**src/rtl/bp_pkg.sv**
```systemverilog
// bp_pkg: shared BTB entry type, counter constants and PC index/tag helpers for the branch predictor.
package bp_pkg;
  typedef struct packed {
    logic        valid;
    logic        isJump;
    logic [29:0] tag;
    logic [31:0] target;
  } btbEntry_t;
  function automatic int cntWeakT(input int w);
    return 1 << (w - 1);
  endfunction
  function automatic int cntWeakNT(input int w);
    return (1 << (w - 1)) - 1;
  endfunction
  function automatic int cntMax(input int w);
    return (1 << w) - 1;
  endfunction
  function automatic logic [31:0] pcIdx(input logic [31:0] pc, input int idxW);
    return (pc >> 2) & ((32'd1 << idxW) - 32'd1);
  endfunction
  function automatic logic [29:0] pcTag(input logic [31:0] pc, input int idxW);
    return 30'(pc >> (idxW + 2));
  endfunction
endpackage

```
**src/rtl/branch_predictor_if.sv**
```systemverilog
// branch_predictor_if: IF-stage lookup, EX-stage resolve/redirect and stats bus of the branch predictor.
interface branch_predictor_if #(parameter int STAT_W = 32);
  logic              if_valid;
  logic [31:0]       if_pc;
  logic              pred_taken;
  logic [31:0]       pred_target;
  logic              upd_valid;
  logic [31:0]       upd_pc;
  logic              upd_is_ctrl;
  logic              upd_is_jump;
  logic              upd_taken;
  logic [31:0]       upd_target;
  logic              upd_pred_taken;
  logic [31:0]       upd_pred_target;
  logic              redirect;
  logic [31:0]       redirect_pc;
  logic [STAT_W-1:0] stat_lookups;
  logic [STAT_W-1:0] stat_mispred;
  modport master (
    output if_valid, if_pc, upd_valid, upd_pc, upd_is_ctrl, upd_is_jump, upd_taken,
           upd_target, upd_pred_taken, upd_pred_target,
    input  pred_taken, pred_target, redirect, redirect_pc, stat_lookups, stat_mispred
  );
  modport slave (
    input  if_valid, if_pc, upd_valid, upd_pc, upd_is_ctrl, upd_is_jump, upd_taken,
           upd_target, upd_pred_taken, upd_pred_target,
    output pred_taken, pred_target, redirect, redirect_pc, stat_lookups, stat_mispred
  );
endinterface

```
**src/rtl/bp_sat_counter.sv**
```systemverilog
// bp_sat_counter: next value of a saturating counter (set-to-max, increment or decrement, no wrap).
module bp_sat_counter import bp_pkg::*; #(
  parameter int CNT_W = 2
) (
  input  logic [CNT_W-1:0] cur,
  input  logic             inc,
  input  logic             dec,
  input  logic             setMax,
  output logic [CNT_W-1:0] nxt
);
  localparam logic [CNT_W-1:0] MAX = CNT_W'(cntMax(CNT_W));
  always_comb nxt = setMax ? MAX :
                    (inc && cur != MAX) ? cur + 1'b1 :
                    (dec && cur != '0) ? cur - 1'b1 : cur;
endmodule

```
**src/rtl/branch_predictor.sv**
```systemverilog
// branch_predictor: BTB + saturating-counter predictor with EX-stage redirect and stats.
// Define BP_GSHARE_EN to XOR global history into the counter-table index.
module branch_predictor import bp_pkg::*; #(
  parameter int ENTRIES = 16,
  parameter int CNT_W   = 2,
  parameter int HIST_W  = 4,
  parameter int STAT_W  = 32
) (
  input logic clk,
  input logic rst,
  branch_predictor_if.slave bus
);
  localparam int IDX_W = $clog2(ENTRIES);
  localparam logic [CNT_W-1:0] WEAK_T  = CNT_W'(cntWeakT(CNT_W));
  localparam logic [CNT_W-1:0] WEAK_NT = CNT_W'(cntWeakNT(CNT_W));
  localparam logic [CNT_W-1:0] MAX     = CNT_W'(cntMax(CNT_W));
  btbEntry_t         btb [ENTRIES];
  logic [CNT_W-1:0]  cnt [ENTRIES];
  logic [IDX_W-1:0]  lkIdx, upIdx, lkCIdx, upCIdx, histPad;
  logic [29:0]       lkTag, upTag;
  logic              lkHit, upHit;
  logic [CNT_W-1:0]  upCntNext;
  logic [STAT_W-1:0] lookups, mispred;
`ifdef BP_GSHARE_EN
  logic [HIST_W-1:0] ghr;
  // history only advances on resolved conditional branches, never speculatively
  always_ff @(posedge clk)
    if (rst) ghr <= '0;
    else if (bus.upd_valid && bus.upd_is_ctrl && !bus.upd_is_jump) ghr <= HIST_W'({ghr, bus.upd_taken});
  assign histPad = IDX_W'(ghr) << (IDX_W - HIST_W);
`else
  assign histPad = '0;
`endif
  always_comb begin
    lkIdx  = IDX_W'(pcIdx(bus.if_pc, IDX_W));
    upIdx  = IDX_W'(pcIdx(bus.upd_pc, IDX_W));
    lkTag  = pcTag(bus.if_pc, IDX_W);
    upTag  = pcTag(bus.upd_pc, IDX_W);
    lkCIdx = lkIdx ^ histPad;
    upCIdx = upIdx ^ histPad;
    lkHit  = btb[lkIdx].valid && btb[lkIdx].tag == lkTag;
    upHit  = btb[upIdx].valid && btb[upIdx].tag == upTag;
  end
  bp_sat_counter #(.CNT_W(CNT_W)) uCnt (
    .cur(cnt[upCIdx]),
    .inc(bus.upd_taken),
    .dec(!bus.upd_taken),
    .setMax(bus.upd_is_jump),
    .nxt(upCntNext)
  );
  assign bus.pred_taken  = !rst && lkHit && (btb[lkIdx].isJump || cnt[lkCIdx][CNT_W-1]);
  assign bus.pred_target = bus.pred_taken ? btb[lkIdx].target : bus.if_pc + 32'd4;
  assign bus.redirect    = !rst && bus.upd_valid && (bus.upd_taken != bus.upd_pred_taken ||
                           (bus.upd_taken && bus.upd_target != bus.upd_pred_target));
  assign bus.redirect_pc = bus.upd_taken ? bus.upd_target : bus.upd_pc + 32'd4;
  assign bus.stat_lookups = lookups;
  assign bus.stat_mispred = mispred;
  always_ff @(posedge clk)
    if (rst) begin
      for (int i = 0; i < ENTRIES; i++) begin
        btb[i] <= '0;
        cnt[i] <= WEAK_NT;
      end
    end else if (bus.upd_valid) begin
      if (bus.upd_is_ctrl && upHit) begin
        btb[upIdx].target <= bus.upd_target;
        cnt[upCIdx]       <= upCntNext;
      end else if (bus.upd_is_ctrl && bus.upd_taken) begin
        btb[upIdx] <= '{valid: 1'b1, isJump: bus.upd_is_jump, tag: upTag, target: bus.upd_target};
        cnt[upCIdx] <= bus.upd_is_jump ? MAX : WEAK_T;
      end else if (!bus.upd_is_ctrl && upHit) begin
        btb[upIdx].valid <= 1'b0;
      end
    end
  always_ff @(posedge clk)
    if (rst) begin
      lookups <= '0;
      mispred <= '0;
    end else begin
      if (bus.if_valid && !(&lookups)) lookups <= lookups + 1'b1;
      if (bus.redirect && !(&mispred)) mispred <= mispred + 1'b1;
    end
endmodule
```
**src/flat_wrapper.sv**
```systemverilog
// flat-port wrapper written by rule: the top's interface ports become plain ports
module branch_predictor_flat import bp_pkg::*;
#(
  parameter int ENTRIES = 16,
  parameter int CNT_W   = 2,
  parameter int HIST_W  = 4,
  parameter int STAT_W  = 32
)
  (clk, rst, bus_if_valid, bus_if_pc, bus_upd_valid, bus_upd_pc, bus_upd_is_ctrl, bus_upd_is_jump, bus_upd_taken, bus_upd_target, bus_upd_pred_taken, bus_upd_pred_target, bus_pred_taken, bus_pred_target, bus_redirect, bus_redirect_pc, bus_stat_lookups, bus_stat_mispred);
  branch_predictor_if #(.STAT_W(STAT_W)) bus_i ();
  input logic clk;
  input logic rst;
  input wire logic [$bits(bus_i.if_valid)-1:0] bus_if_valid;
  input wire logic [$bits(bus_i.if_pc)-1:0] bus_if_pc;
  input wire logic [$bits(bus_i.upd_valid)-1:0] bus_upd_valid;
  input wire logic [$bits(bus_i.upd_pc)-1:0] bus_upd_pc;
  input wire logic [$bits(bus_i.upd_is_ctrl)-1:0] bus_upd_is_ctrl;
  input wire logic [$bits(bus_i.upd_is_jump)-1:0] bus_upd_is_jump;
  input wire logic [$bits(bus_i.upd_taken)-1:0] bus_upd_taken;
  input wire logic [$bits(bus_i.upd_target)-1:0] bus_upd_target;
  input wire logic [$bits(bus_i.upd_pred_taken)-1:0] bus_upd_pred_taken;
  input wire logic [$bits(bus_i.upd_pred_target)-1:0] bus_upd_pred_target;
  output wire logic [$bits(bus_i.pred_taken)-1:0] bus_pred_taken;
  output wire logic [$bits(bus_i.pred_target)-1:0] bus_pred_target;
  output wire logic [$bits(bus_i.redirect)-1:0] bus_redirect;
  output wire logic [$bits(bus_i.redirect_pc)-1:0] bus_redirect_pc;
  output wire logic [$bits(bus_i.stat_lookups)-1:0] bus_stat_lookups;
  output wire logic [$bits(bus_i.stat_mispred)-1:0] bus_stat_mispred;
  assign bus_i.if_valid = bus_if_valid;
  assign bus_i.if_pc = bus_if_pc;
  assign bus_i.upd_valid = bus_upd_valid;
  assign bus_i.upd_pc = bus_upd_pc;
  assign bus_i.upd_is_ctrl = bus_upd_is_ctrl;
  assign bus_i.upd_is_jump = bus_upd_is_jump;
  assign bus_i.upd_taken = bus_upd_taken;
  assign bus_i.upd_target = bus_upd_target;
  assign bus_i.upd_pred_taken = bus_upd_pred_taken;
  assign bus_i.upd_pred_target = bus_upd_pred_target;
  assign bus_pred_taken = bus_i.pred_taken;
  assign bus_pred_target = bus_i.pred_target;
  assign bus_redirect = bus_i.redirect;
  assign bus_redirect_pc = bus_i.redirect_pc;
  assign bus_stat_lookups = bus_i.stat_lookups;
  assign bus_stat_mispred = bus_i.stat_mispred;
  branch_predictor #(.ENTRIES(ENTRIES), .CNT_W(CNT_W), .HIST_W(HIST_W), .STAT_W(STAT_W)) u_core (.clk(clk), .rst(rst), .bus(bus_i));
endmodule
```
**config.mk**
```make
export PLATFORM = sky130hd
export DESIGN_NAME = branch_predictor_flat
export DESIGN_NICKNAME = d
export VERILOG_FILES = /design/src/rtl/bp_pkg.sv /design/src/rtl/branch_predictor_if.sv /design/src/rtl/bp_sat_counter.sv /design/src/rtl/branch_predictor.sv /design/src/flat_wrapper.sv
export SDC_FILE = /design/constraint.sdc
export NUM_CORES = 2
export LEC_CHECK = 0
export BUFFER_PORTS_ARGS = -buffer_cell sky130_fd_sc_hd__buf_2
export CAP_MARGIN = 20
export CORE_MARGIN = 2
export CORE_UTILIZATION = 35
export CTS_BUF_LIST = sky130_fd_sc_hd__clkbuf_8
export CTS_CLUSTER_SIZE = 30
export DETAILED_ROUTE_END_ITERATION = 6
export PLACE_DENSITY_LB_ADDON = 0.12
export REMOVE_ABC_BUFFERS = 1
export SYNTH_ARGS = -nofsm -noshare
export SYNTH_HDL_FRONTEND = slang
export SYNTH_SLANG_ARGS = --single-unit
```
**constraint.sdc**
```tcl
create_clock -name clk -period 5.07 [get_ports clk]
set_input_delay 0 -clock clk [delete_from_list [all_inputs] [get_ports clk]]
set_output_delay 0 -clock clk [all_outputs]
set_load 0.01 [all_outputs]
```
==> flow_summary_export.csv <==
group,metric,value,unit
outcome,outcome,"finished, final reports clean",
finish,final_cell_mix,"edfxtp_1, and2_1, mux4_2, buf_2, clkbuf_8",
routing,routed.top_layer,"met5",
clock_network,clkLatencyLatePin,0.96,ns
timing,setup_viol_count_final,0,
die,die_h,398,um
synth,synth-edff-count,992,
routing,drt-met1-wl,94200,um
synth,synth-xor-area-share,3.20,%
clock_network,cts_tree,"yes",
routing,drtIter0Drc,4627,
synth,muxShareOfSynthArea,18.5,%
routing,first_pass_iters,6,
clock_network,postCtsSetupRepairBufs,0,
worst_hold_path,hold_class,"input port to flop",
placed_design,place_ws,0.392,ns
synth,avgSynthCellArea,14.2,um^2
synth,synthSimpleGateAreaFrac,15.5,%
routing,via_count,36000,
timing,post-route-min-period,4.66,ns
die,dieArea,0.159,mm^2
timing,tightestPinTransition,1.17,ns
clock_network,root_buffer,"clkbuf_8",
die,start_util,35.3,%
power,ir_worst_vdd,0.000245,V
clock_network,postCtsResizedCells,0,
synth,ys_seq_elements,1056,
clock_network,cts_sinks,1056,
synth,synth_fa_ha_area_share,0.207,%
die,core-area,0.154,mm^2
placed_design,gp_congestion,0.883,
critical_path,path_max_fanout,32,
power,p_sw,5.55,mW
routing,via_per_inst,5.62,
timing,slew_headroom,21.8,%
global_routing,grt_pass1_wl,290000,um
power,leakagePower,22.1,nW
finish,layout-drive-gt1-share,28.0,%
clock_network,cts_max_path_buffers,3,
critical_path,worstPathRequired,5.07,ns
clock_network,holdBufCountCts,70,
timing,finalCritPeriodShare,91.9,%
finish,fill_cells,14400,
power,power_density,318,mW/mm^2
clock_network,htreeDepth,4,
global_routing,first_global_vias,35600,
power,pwr-share-seq,50.5,%
synth,synth-seq-area-share,57.1,%
synth,async_reset_ff_share,0,%
critical_path,criticalPathCategory,"flop to output port",
timing,max_freq,215,MHz
die,rows,144,
routing,drc,0,
finish,final_core_util,40.9,%
finish,area_growth,15.8,%
finish,layout_commonest_cell,"edfxtp_1",
timing,skew,0.0633,ns
power,p_int,14.5,mW
placed_design,portBuffers,265,
timing,worst_slack,0.408,ns
critical_path,cp-start-kind,"flop",
placed_design,place_area,0.0590,mm^2
synth,synth_top_flop_cell,"edfxtp_1",
power,total_power,20.0,mW
timing,finalHoldViolCount,0,
timing,rsz0062_at_grt,"no",
routing,met3WireLength,17800,um
synth,ys_types,73,
synth,synth_top_family_by_area,"multiplexers",
clock_network,cts_buffers,187,
global_routing,grt_usage,26.3,%
timing,maxSlewViolCount,0,
global_routing,antenna_found_initial,41,
power,pwr-share-comb,12.9,%
routing,drt-total-wl,209000,um
synth,syn_inst,3830,
routing,drtAntennaViolNets,0,
timing,fin_tns_setup,0,ns
synth,syn_area,0.0544,mm^2
routing,dr_wl_met2,93300,um
critical_path,endpoint_kind,"output port",
die,io_pins,266,
routing,routedWlPerCell,32.6,um
synth,synth_compound_area_share,2.46,%
finish,fin_nets,4361,
critical_path,crit_arrival,4.66,ns
clock_network,clk_pin_slew,0.07,ns
power,clockPowerShare,36.7,%
placed_design,dp.final_hpwl,139000,um
run,maxCapViolations,0,
power,p_sw_share,27.7,%
global_routing,grt_remaining_overflow,0,
global_routing,grt_start_max_net_pins,54,
die,die_width,398,um
finish,fin_area,0.0630,mm^2
synth,yosys_warnings,0,
==> cells by family after synthesis <==
kind of cell / count (synthesis)
and+or+nand+nor: 1482
adders and majority gates: 9
muxes: 517
DFF: 1056
xor gates and xnor gates: 199
buffers and inverters: 379
AOI/OAI and AO/OA: 188
==> final cells by class <==
class | instances | area, um^2 | share of cell area, %
diodes | 5 | 12.5 | 0.0198
clock inverters | 140 | 649 | 1.03
clock buffers | 194 | 2670 | 4.24
repair buffers | 545 | 4040 | 6.41
multi-input cells | 2395 | 21900 | 34.8
flip-flops and latches | 1056 | 31100 | 49.3
inverters | 31 | 116 | 0.185
well taps | 2044 | 2560 | 4.06
==> synth_stat cells (all sizes together), types with 29 or more instances <==
cell type	number	area, um^2
and2	823	5150
buf	117	651
clkbuf	231	867
dfxtp	64	1280
edfxtp	992	29800
inv	29	109
mux2	46	518
mux2i	85	851
mux4	386	8690
nand2	122	458
nand3	81	405
nand4	29	181
nor2	110	415
nor3	181	953
o21ai	62	310
or2	39	244
xnor2	112	981
xor2	87	762
==> worst max-delay path, stage by stage (launching register included) <==
cell	delay, ns
edfxtp_1	0.40
mux4_2	0.47
nor2b_1	0.14
a211oi_1	0.45
a21oi_1	0.37
xor2_1	0.28
nor4_1	0.43
nand3_2	0.11
buf_4	0.38
mux2_2	0.47
buf_2	0.17
==> power groups by stage <==
stage	logic, mW	registers, mW	clock network [mW]
5_1_grt	2.67	10.2	7.83
3_5_place_dp	2.53	10.3	0
2_1_floorplan	1.14	10.2	0
3_3_place_gp	2.53	10.3	0
4_1_cts	2.58	10.1	7.49
6_report	2.58	10.1	7.35
==> sequential cells by signal, indices dropped and copies added (netlist names) <==
register	cells
u_core.btb	960
u_core.bus.stat_lookups	32
u_core.bus.stat_mispred	32
u_core.cnt	32
==> final timing paths <==
path | endpoint | slack [ns] | startpoint | cells after the start
setup / recovery | bus_pred_target[23] | 0.41 | u_core.btb[5][45] | 10
hold / removal | u_core.btb[15][32] | 0.13 | bus_upd_pc[3] | 5
setup reg to reg | u_core.btb[10][9] | 0.44 | u_core.btb[4][39] | 11
hold reg to reg | u_core.bus.stat_lookups[15] | 0.52 | u_core.bus.stat_lookups[15] | 2
==> metrics by stage <==
stage          std cells  hold slack (ns)
6_report            6410            0.135
3_5_place_dp        6001            0.313
4_1_cts             6405           0.0462
2_1_floorplan       3482           0.0691
5_1_grt             6406            0.120
3_3_place_gp        6000            0.310
==> routing by layer <==
layer  track usage [%]  vias to the layer above
met2              39.6                     1710
met5                 0                        -
met1              39.7                    18900
met4              5.22                       12
li1                  -                    15200
met3              4.89                      256
(Power assumes the default switching activity.)
